## config.mk

```make
export PLATFORM = sky130hd
export DESIGN_NAME = alu_arbiter
export DESIGN_NICKNAME = d
export VERILOG_FILES = /design/src/rtl/definitions.sv /design/src/rtl/rr_arbiter.sv /design/src/rtl/alu_arbiter.sv
export SDC_FILE = /design/constraint.sdc
export NUM_CORES = 1
export LEC_CHECK = 0
export ABC_AREA = 1
export BUFFER_PORTS_ARGS = -buffer_cell sky130_fd_sc_hd__buf_4
export CAP_MARGIN = 20
export CORE_AREA = 2 2 168 170
export CTS_BUF_LIST = sky130_fd_sc_hd__clkbuf_4 sky130_fd_sc_hd__clkbuf_8 sky130_fd_sc_hd__clkbuf_16
export DETAILED_ROUTE_END_ITERATION = 10
export DIE_AREA = 0 0 170 172
export SYNTH_ARGS = -nofsm -noshare
export SYNTH_HDL_FRONTEND = slang
export SYNTH_HIERARCHICAL = 1
export SYNTH_SLANG_ARGS = --single-unit
```

## constraint.sdc

```tcl
create_clock -name clk -period 2.9 [get_ports clk]
set_input_delay 0.145 -clock clk [delete_from_list [all_inputs] [get_ports clk]]
set_output_delay 0.145 -clock clk [all_outputs]
set_load 0.005 [all_outputs]
```

## src/rtl/definitions.sv

```systemverilog
// Shared datapath types for the ALU and its access arbiter: operand/result type,
// opcodes, the packed instruction record and the arbiter FSM state.
package definitions;
    localparam int DATA_W = 32;

    typedef logic [DATA_W-1:0] data_t;

    typedef enum logic [1:0] {ADD = 2'd0, SUB = 2'd1, MULT = 2'd2, NOP = 2'd3} opcode_t;

    typedef enum logic {UNSIGNED = 1'b0, SIGNED = 1'b1} op_type_t;

    typedef struct packed {
        opcode_t  opc;
        op_type_t op_type;
        data_t    op_a;
        data_t    op_b;
    } instruction_t;

    typedef enum logic [1:0] {IDLE = 2'd0, EXEC = 2'd1, RESP = 2'd2} alu_arb_state_t;
endpackage

```

## src/rtl/rr_arbiter.sv

```systemverilog
// Combinational round-robin arbiter: grants the first set request bit scanning
// upward from ptr+1 (mod N). Reusable for any shared resource.
module rr_arbiter #(
    parameter int N  = 4,
    parameter int IW = (N > 1) ? $clog2(N) : 1
) (
    input  logic [N-1:0]  req,
    input  logic [IW-1:0] ptr,
    output logic [N-1:0]  gnt,
    output logic [IW-1:0] gnt_idx
);
    logic          found;
    logic [IW-1:0] cand;

    always_comb begin
        gnt     = '0;
        gnt_idx = '0;
        found   = 1'b0;
        cand    = '0;
        // k runs 1..N so the previous winner is considered last.
        for (int k = 1; k <= N; k++) begin
            cand = IW'((int'(ptr) + k) % N);
            if (!found && req[cand]) begin
                found     = 1'b1;
                gnt[cand] = 1'b1;
                gnt_idx   = cand;
            end
        end
    end
endmodule

```

## src/rtl/alu_arbiter.sv

```systemverilog
// Round-robin sharing of one combinational ALU among N_REQ requesters.
// Optional macro ALU_ARB_MULT_2CYC_EN: MULT holds EXEC for two cycles.
module alu_arbiter
    import definitions::*;
#(
    parameter int N_REQ = 4,
    parameter int ID_W  = $clog2(N_REQ)
) (
    input  logic                     clk,
    input  logic                     rst,
    input  logic [N_REQ-1:0]         req_valid,
    input  instruction_t [N_REQ-1:0] req_instr,
    output logic [N_REQ-1:0]         req_ready,
    output instruction_t             alu_instr,
    input  data_t                    alu_out,
    output logic                     rsp_valid,
    output data_t                    rsp_data,
    output logic [ID_W-1:0]          rsp_id,
    input  logic                     rsp_ready,
    output logic                     busy,
    output logic [15:0]              done_cnt
);
    alu_arb_state_t  state_q, state_d;
    logic [ID_W-1:0] last_grant;
    logic [ID_W-1:0] gnt_idx;
    logic [N_REQ-1:0] gnt;
    logic            capture;
`ifdef ALU_ARB_MULT_2CYC_EN
    logic            exec_cnt;
`endif

    rr_arbiter #(.N(N_REQ), .IW(ID_W)) u_rr (
        .req     (req_valid),
        .ptr     (last_grant),
        .gnt     (gnt),
        .gnt_idx (gnt_idx)
    );

    always_comb begin
        state_d = state_q;
        capture = 1'b0;
        case (state_q)
            IDLE: if (|req_valid) state_d = EXEC;
            EXEC: begin
`ifdef ALU_ARB_MULT_2CYC_EN
                // First MULT cycle only lets the multiplier settle; capture on the second.
                if (alu_instr.opc == MULT && !exec_cnt) begin
                    state_d = EXEC;
                end else begin
                    capture = 1'b1;
                    state_d = RESP;
                end
`else
                capture = 1'b1;
                state_d = RESP;
`endif
            end
            RESP: if (rsp_ready) state_d = IDLE;
            default: state_d = IDLE;
        endcase
    end

    // Gated by rst so nothing looks accepted while the block is held in reset.
    assign req_ready = (state_q == IDLE && !rst) ? gnt : '0;
    assign busy      = (state_q != IDLE);

    always_ff @(posedge clk) begin
        if (rst) begin
            state_q    <= IDLE;
            alu_instr  <= '0;
            rsp_id     <= '0;
            rsp_data   <= '0;
            rsp_valid  <= 1'b0;
            last_grant <= ID_W'(N_REQ - 1);
            done_cnt   <= '0;
`ifdef ALU_ARB_MULT_2CYC_EN
            exec_cnt   <= 1'b0;
`endif
        end else begin
            state_q <= state_d;
            case (state_q)
                IDLE: if (|req_valid) begin
                    alu_instr  <= req_instr[gnt_idx];
                    rsp_id     <= gnt_idx;
                    last_grant <= gnt_idx;
                end
                EXEC: if (capture) begin
                    rsp_data  <= alu_out;
                    rsp_valid <= 1'b1;
                end
                RESP: if (rsp_ready) begin
                    rsp_valid <= 1'b0;
                    done_cnt  <= done_cnt + 16'd1;
                end
                default: ;
            endcase
`ifdef ALU_ARB_MULT_2CYC_EN
            exec_cnt <= (state_q == EXEC) && !capture;
`endif
        end
    end
endmodule

```

=== Word-level counts from Yosys, hierarchy flattened ===
Index checks and enable logic that the tools add are counted.

* Magnitude comparators: 9
* Multiplexer cells: 37
* Divide/modulo/power cells: 0
* Add/subtract/negate cells: 5
* Bitwise operators: 3
* Equal/unequal tests: 5
* Shift operators: 0
* Reduce and logical (&&, ||, !) cells: 21
* Multiply operators: 0

{| class="wikitable"
|+ Operators by type and width
! operator !! count
|-
| binary-select mux 67 bit (select 2 bit) || 1
|-
| 2-to-1 mux 67 bit || 1
|-
| 2-to-1 mux 4 bit || 5
|-
| adder 16 x 1 -> 16 bit (second input constant) || 1
|-
| < comparator 2 x 3 -> 1 bit (second input constant) || 5
|-
| 2-to-1 mux 1 bit || 14
|-
| 2-to-1 mux 2 bit || 6
|-
| bitwise OR 4 bit || 3
|-
| binary-select mux 1 bit (select 2 bit) || 4
|-
| demux 1 bit (select 2 bit) || 4
|-
| greater-or-equal comparator 2 x 1 -> 1 bit (second input constant) || 4
|-
| logical AND 1 bit || 8
|-
| AND reduction 2 bit || 4
|-
| case mux 2 bit (3 select lines) || 1
|-
| adder 2 x 1 -> 2 bit (second input constant) || 2
|-
| adder 2 bit (second input constant) || 2
|-
| zero test 1 bit || 4
|-
| inequality test 2 bit (second input constant) || 2
|-
| nonzero test 2 bit || 2
|-
| OR reduction 4 bit || 1
|-
| AND reduction 3 bit || 1
|-
| equality test 2 x 1 -> 1 bit (second input constant) || 1
|-
| equality test 2 bit (second input constant) || 1
|-
| zero test 2 bit || 1
|-
| 2 further kinds || 2
|}

* Bits of input ports: 307
* RAM bits: 0
* Word-level logic and storage cells: 90
* Register bits after elaboration: 122
* Memories: 0
* Output and inout bits: 123
* Bits in read-only memories: 0
* Latch bits: 0

=== Depth between registers and ports, before layout ===
* Depth after elaboration: 15
* Depth in mapped cells: 17
* Mapped depth without buffers: 14

=== By module ===
The synthesis kept the hierarchy.

{| class="wikitable"
|+ By module, submodules not included
! module !! cells an instance !! times used !! sequential area each (um^2) !! area an instance (um^2)
|-
| alu_arbiter || 1052 || 1 || 2442.3 || 6737.7
|-
| rr_arbiter || 75 || 1 || 0.0 || 474.2
|}

=== Worst setup path after synthesis ===
OpenSTA, ideal clock, no wires.

* Kind: register -> register
* Start: register last_grant[0]
* End: register alu_instr[31] (netlist name)
* Setup slack: 0.402 ns
* Period minus slack after synthesis: 2.498 ns
* Data required time: 2.785 ns
* Library setup time: 0.115 ns
* Path buffers: 3
* Stages on the path, launching flop included: 17
* Arrival: 2.383 ns
* Path through: dfxtp_1 > inv_2 > ha_1 > inv_1 > nand2_4 > nand2_4 > clkinv_4 > nand2_1 > nor2_1 > a21oi_2 > buf_4 > inv_2 > buf_4 > buf_2 > nor2_1 > o21ai_1 > o21a_1

* Longest elaborated chain between the ends: 15
* Elaborated cells between the ends (all ways): 27
* Those cells by class: 4 x add/sub; 17 x mux; 6 x reduce/logical

{| class="wikitable"
|+ Ends and longest elaborated chain
! what !! line !! text
|-
| from (decl) || alu_arbiter.sv:24 || <nowiki>logic [ID_W-1:0] last_grant;</nowiki>
|-
| from (signal assigned) || alu_arbiter.sv:74 || <nowiki>last_grant <= ID_W'(N_REQ - 1);</nowiki>
|-
| from (signal assigned) || alu_arbiter.sv:85 || <nowiki>last_grant <= gnt_idx;</nowiki>
|-
| adder 2 x 1 -> 2 bit || rr_arbiter.sv:22 || <nowiki>cand = IW'((int'(ptr) + k) % N);</nowiki>
|-
| binary-select mux 1 bit (select 2 bit) || rr_arbiter.sv:23 || <nowiki>if (!found && req[cand]) begin</nowiki>
|-
| 2-to-1 mux 1 bit (not written as such) || rr_arbiter.sv:23 ||
|-
| 2-to-1 mux 1 bit || rr_arbiter.sv:23 ||
|-
| zero test 1 bit || rr_arbiter.sv:23 ||
|-
| logical AND 1 bit || rr_arbiter.sv:23 ||
|-
| 2-to-1 mux 1 bit || rr_arbiter.sv:23 ||
|-
| zero test 1 bit || rr_arbiter.sv:23 ||
|-
| logical AND 1 bit || rr_arbiter.sv:23 ||
|-
| 2-to-1 mux 1 bit || rr_arbiter.sv:23 ||
|-
| zero test 1 bit || rr_arbiter.sv:23 ||
|-
| logical AND 1 bit || rr_arbiter.sv:23 ||
|-
| 2-to-1 mux 2 bit * || rr_arbiter.sv:23 ||
|-
| via gnt_idx[0] || alu_arbiter.sv:25 || <nowiki>logic [ID_W-1:0] gnt_idx;</nowiki>
|-
| binary-select mux 67 bit (select 2 bit) * || alu_arbiter.sv:83 || <nowiki>alu_instr <= req_instr[gnt_idx];</nowiki>
|-
| 2-to-1 mux 67 bit (not written as such) * || alu_arbiter.sv:83 ||
|-
| to (signal assigned) || alu_arbiter.sv:83 ||
|-
| to (decl) || alu_arbiter.sv:14 || <nowiki>output instruction_t alu_instr,</nowiki>
|}

The timed path passes the listed nets; every way through them passes the cells marked *. The select of a mux whose other input is x is not followed.
A chain may end at the register's enable or synchronous reset.

=== Worst setup path in the final report ===
* Start: register last_grant[0]
* End: register alu_instr[34] (netlist name)

The elaborated chain is that of the path after synthesis.

==> results.txt <==
endpoints failing setup: 0
setup slack after layout: 332 ps
total standard cell area after synthesis: 0.00721 mm2
First-pass DRT Iterations: 5
initial detailed-routing violation count: 392
share of the synthesized area in the top cell type: 33.9%
synthesized instance count: 1,127
average instance area after synthesis: 6.40 um2
area enclosed by the die boundary: 0.0292 mm2
Final Max Slew Viols: 0
Peak supply drop: 0.910 mV
Post-CTS Setup Bufs: 0
power per standard cell area: 915 mW/mm2
count of inserted antenna diode cells: 0
overall via count from detail_route: 8,865
number of synthesized register bits: 122
root cell of the clock tree: sky130_fd_sc_hd__clkbuf_16
final number of hold-violating endpoints: 0
final critical path time including I/O delays and setup: 2570 ps
sequential share of the synthesized area: 33.9%
number of cell rows: 61
type of destination of the critical path: register
Max Fclk: 389 MHz
total length of routed wires: 29,100 um
overall power: 10.7 mW
area growth from synthesis to final layout: 61.5%
final non-filler cell area: 0.0116 mm2
final worst-path cycle share: 88.6%
first-pass GRT wire length: 42,900 um
CTS tree: done
area of the core: 0.0275 mm2
CTS H-Tree Depth: 4
hold_ws: 38.5 ps
most frequent cells in the layout: sky130_fd_sc_hd__buf_4 (440), sky130_fd_sc_hd__nor2_1 (305), sky130_fd_sc_hd__o21ai_0 (204), sky130_fd_sc_hd__dfxtp_1 (122), sky130_fd_sc_hd__inv_1 (97)
count of boundary I/O pins: 430
die boundary height: 172 um
GRT Residual Overflow: 0
Die X: 170 um
layout net count: 1,862
total global-route track usage: 18.5%
Worst Hold Class: in2reg
global placement routability congestion: 0.837
cell taking the most area after synthesis: sky130_fd_sc_hd__dfxtp_1
largest cells by area after synthesis: sky130_fd_sc_hd__dfxtp_1 (34%), sky130_fd_sc_hd__nor2_1 (16%), sky130_fd_sc_hd__o21ai_0 (14%), sky130_fd_sc_hd__o21a_1 (7.1%), sky130_fd_sc_hd__a21oi_1 (5.7%)
Post-DRT Antenna Nets: 0
post-placement cell area: 0.0107 mm2
Layout Skew: 16.2 ps
Setup Total Neg Slack: 0 ps
maximum capacitance violations: 0
number of vias per cell: 4.65
number of global-route vias before repair: 8,189
Setup crit start kind: register
Synth Net Count: 1,443
post-detailed-route DRC marker count: 0
number of synthesis warnings: 6
starting density of the core: 26.2%
maximum fanout count along the critical path: 38
clock transition at the register clock pins on the worst setup and hold paths after CTS: 60 ps
most frequent standard cell in the layout excluding fill and tap cells: sky130_fd_sc_hd__buf_4
number of buffers inserted during clock tree synthesis: 17
number of antenna violations at the first check in global routing: 0
pin count of the biggest net entering global routing: 91
WS Path Type: reg2reg
clock insertion delay at the later pin of the skew report: 420 ps
pre-CTS WS: 162 ps
Cell Count Post-Placement: 1,841
CP Data Arrival Time: 2870 ps
final standard cell count with taps included and fillers excluded: 1,905
Max Root-Sink Buffers: 2
post-detail-place hpwl: 21,400 um
outcome: finished clean
Port-buffer cells: 429
Wirelength per Cell: 15.3 um
Final Core Density: 42.4%
Slew @ Worst Pin: 603 ps
share of cells above drive strength 1: 32.3%
leakage power of the design: 5.44 nW
data required time at the worst endpoint: 3200 ps
number of different library cells in the post-synthesis netlist: 28
clock tree sinks: 122
Rel. slew slack: 59.7%
unrepaired setup endpoints after global routing: false
[worst paths after layout]
kind / from / end / slack (ps) / cells after the start
setup reg to reg: last_grant[0] / alu_instr[34] / 330 / 14
hold / removal: rsp_ready / state_q[1] / 40 / 4
hold reg to reg: rsp_id[0] / rsp_id[0] / 470 / 2
setup / recovery: last_grant[0] / alu_instr[34] / 330 / 14
[layout make-up]
type                            count  area [um2]
Tap cell                          346         433
Multi-Input combinational cell    823        4010
Fill cell                        2905       15800
Clock buffer                       17         425
Sequential cell                   122        2440
Inverter                          103         394
Clock inverter                     15         179
Timing Repair Buffer              479        3760
[report_power, final]
part           internal, mW  switching, mW  total (mW)
combinational          2.55           3.53        6.08
sequential             2.12          0.248        2.37
clock                  1.30          0.910        2.21
[sequential cells by signal, summed over array words and instances, names as in the netlist]
register    cells
done_cnt       16
rsp_data       32
rsp_valid       1
alu_instr      67
state_q         2
rsp_id          2
last_grant      2
[logic make-up after synthesis]
family / Yosys count / synth area share [%]
XOR/XNOR: 1 / 0.121
buffers and inverters: 182 / 10.9
AND/OR/NAND/NOR: 420 / 23.7
adder cells (fa/ha/maj): 9 / 1.56
flip-flops: 122 / 33.9
AO/OA/AOI/OAI: 393 / 29.8
[layer usage]
metal / up-vias / track usage (%) / routed length, um
met3: 46 / 4.26 / 1890
met1: 3991 / 23.1 / 12100
li1: 4519 / - / -
met4: 0 / 6.91 / 859
met2: 309 / 31.2 / 14200
met5: - / 0 / 0
[cells in the mapped netlist]
master / number
sky130_fd_sc_hd__a21boi_0: 4
sky130_fd_sc_hd__a21oi_1: 82
sky130_fd_sc_hd__a21oi_2: 1
sky130_fd_sc_hd__a31oi_1: 1
sky130_fd_sc_hd__buf_1: 4
sky130_fd_sc_hd__buf_2: 25
sky130_fd_sc_hd__buf_4: 8
sky130_fd_sc_hd__buf_6: 5
sky130_fd_sc_hd__clkbuf_1: 37
sky130_fd_sc_hd__clkinv_4: 1
sky130_fd_sc_hd__dfxtp_1: 122
sky130_fd_sc_hd__ha_1: 9
sky130_fd_sc_hd__inv_1: 97
sky130_fd_sc_hd__inv_2: 5
sky130_fd_sc_hd__nand2_1: 65
sky130_fd_sc_hd__nand2_2: 5
sky130_fd_sc_hd__nand2_4: 3
sky130_fd_sc_hd__nand3_1: 25
sky130_fd_sc_hd__nand3_2: 4
sky130_fd_sc_hd__nand4_1: 8
sky130_fd_sc_hd__nor2_1: 305
sky130_fd_sc_hd__nor2_2: 2
sky130_fd_sc_hd__nor2_4: 2
sky130_fd_sc_hd__nor3_1: 1
sky130_fd_sc_hd__o21a_1: 68
sky130_fd_sc_hd__o21ai_0: 205
sky130_fd_sc_hd__o21ai_1: 32
sky130_fd_sc_hd__xor2_1: 1
[worst max-delay path, cell delays in order (launching register included)]
cell                       delay, ps
sky130_fd_sc_hd__dfxtp_1         340
sky130_fd_sc_hd__inv_2            40
sky130_fd_sc_hd__ha_1            330
sky130_fd_sc_hd__inv_1           170
sky130_fd_sc_hd__nand2_4         100
sky130_fd_sc_hd__nand2_4         100
sky130_fd_sc_hd__clkinv_4         70
sky130_fd_sc_hd__nand2_1          60
sky130_fd_sc_hd__nor2_1           60
sky130_fd_sc_hd__a21oi_4         230
sky130_fd_sc_hd__inv_4           180
sky130_fd_sc_hd__buf_12          210
sky130_fd_sc_hd__o21ai_1         280
sky130_fd_sc_hd__o21ai_1         110
sky130_fd_sc_hd__o21a_1          170
[what timing repair did]
item | CTS | global route
gates resized for setup | 0 | 1
setup endpoints to repair | 0 | 1
endpoints found under the hold margin | 32 | 0
hold buffers | 32 | 0
Power figures use the tool's default switching activity.
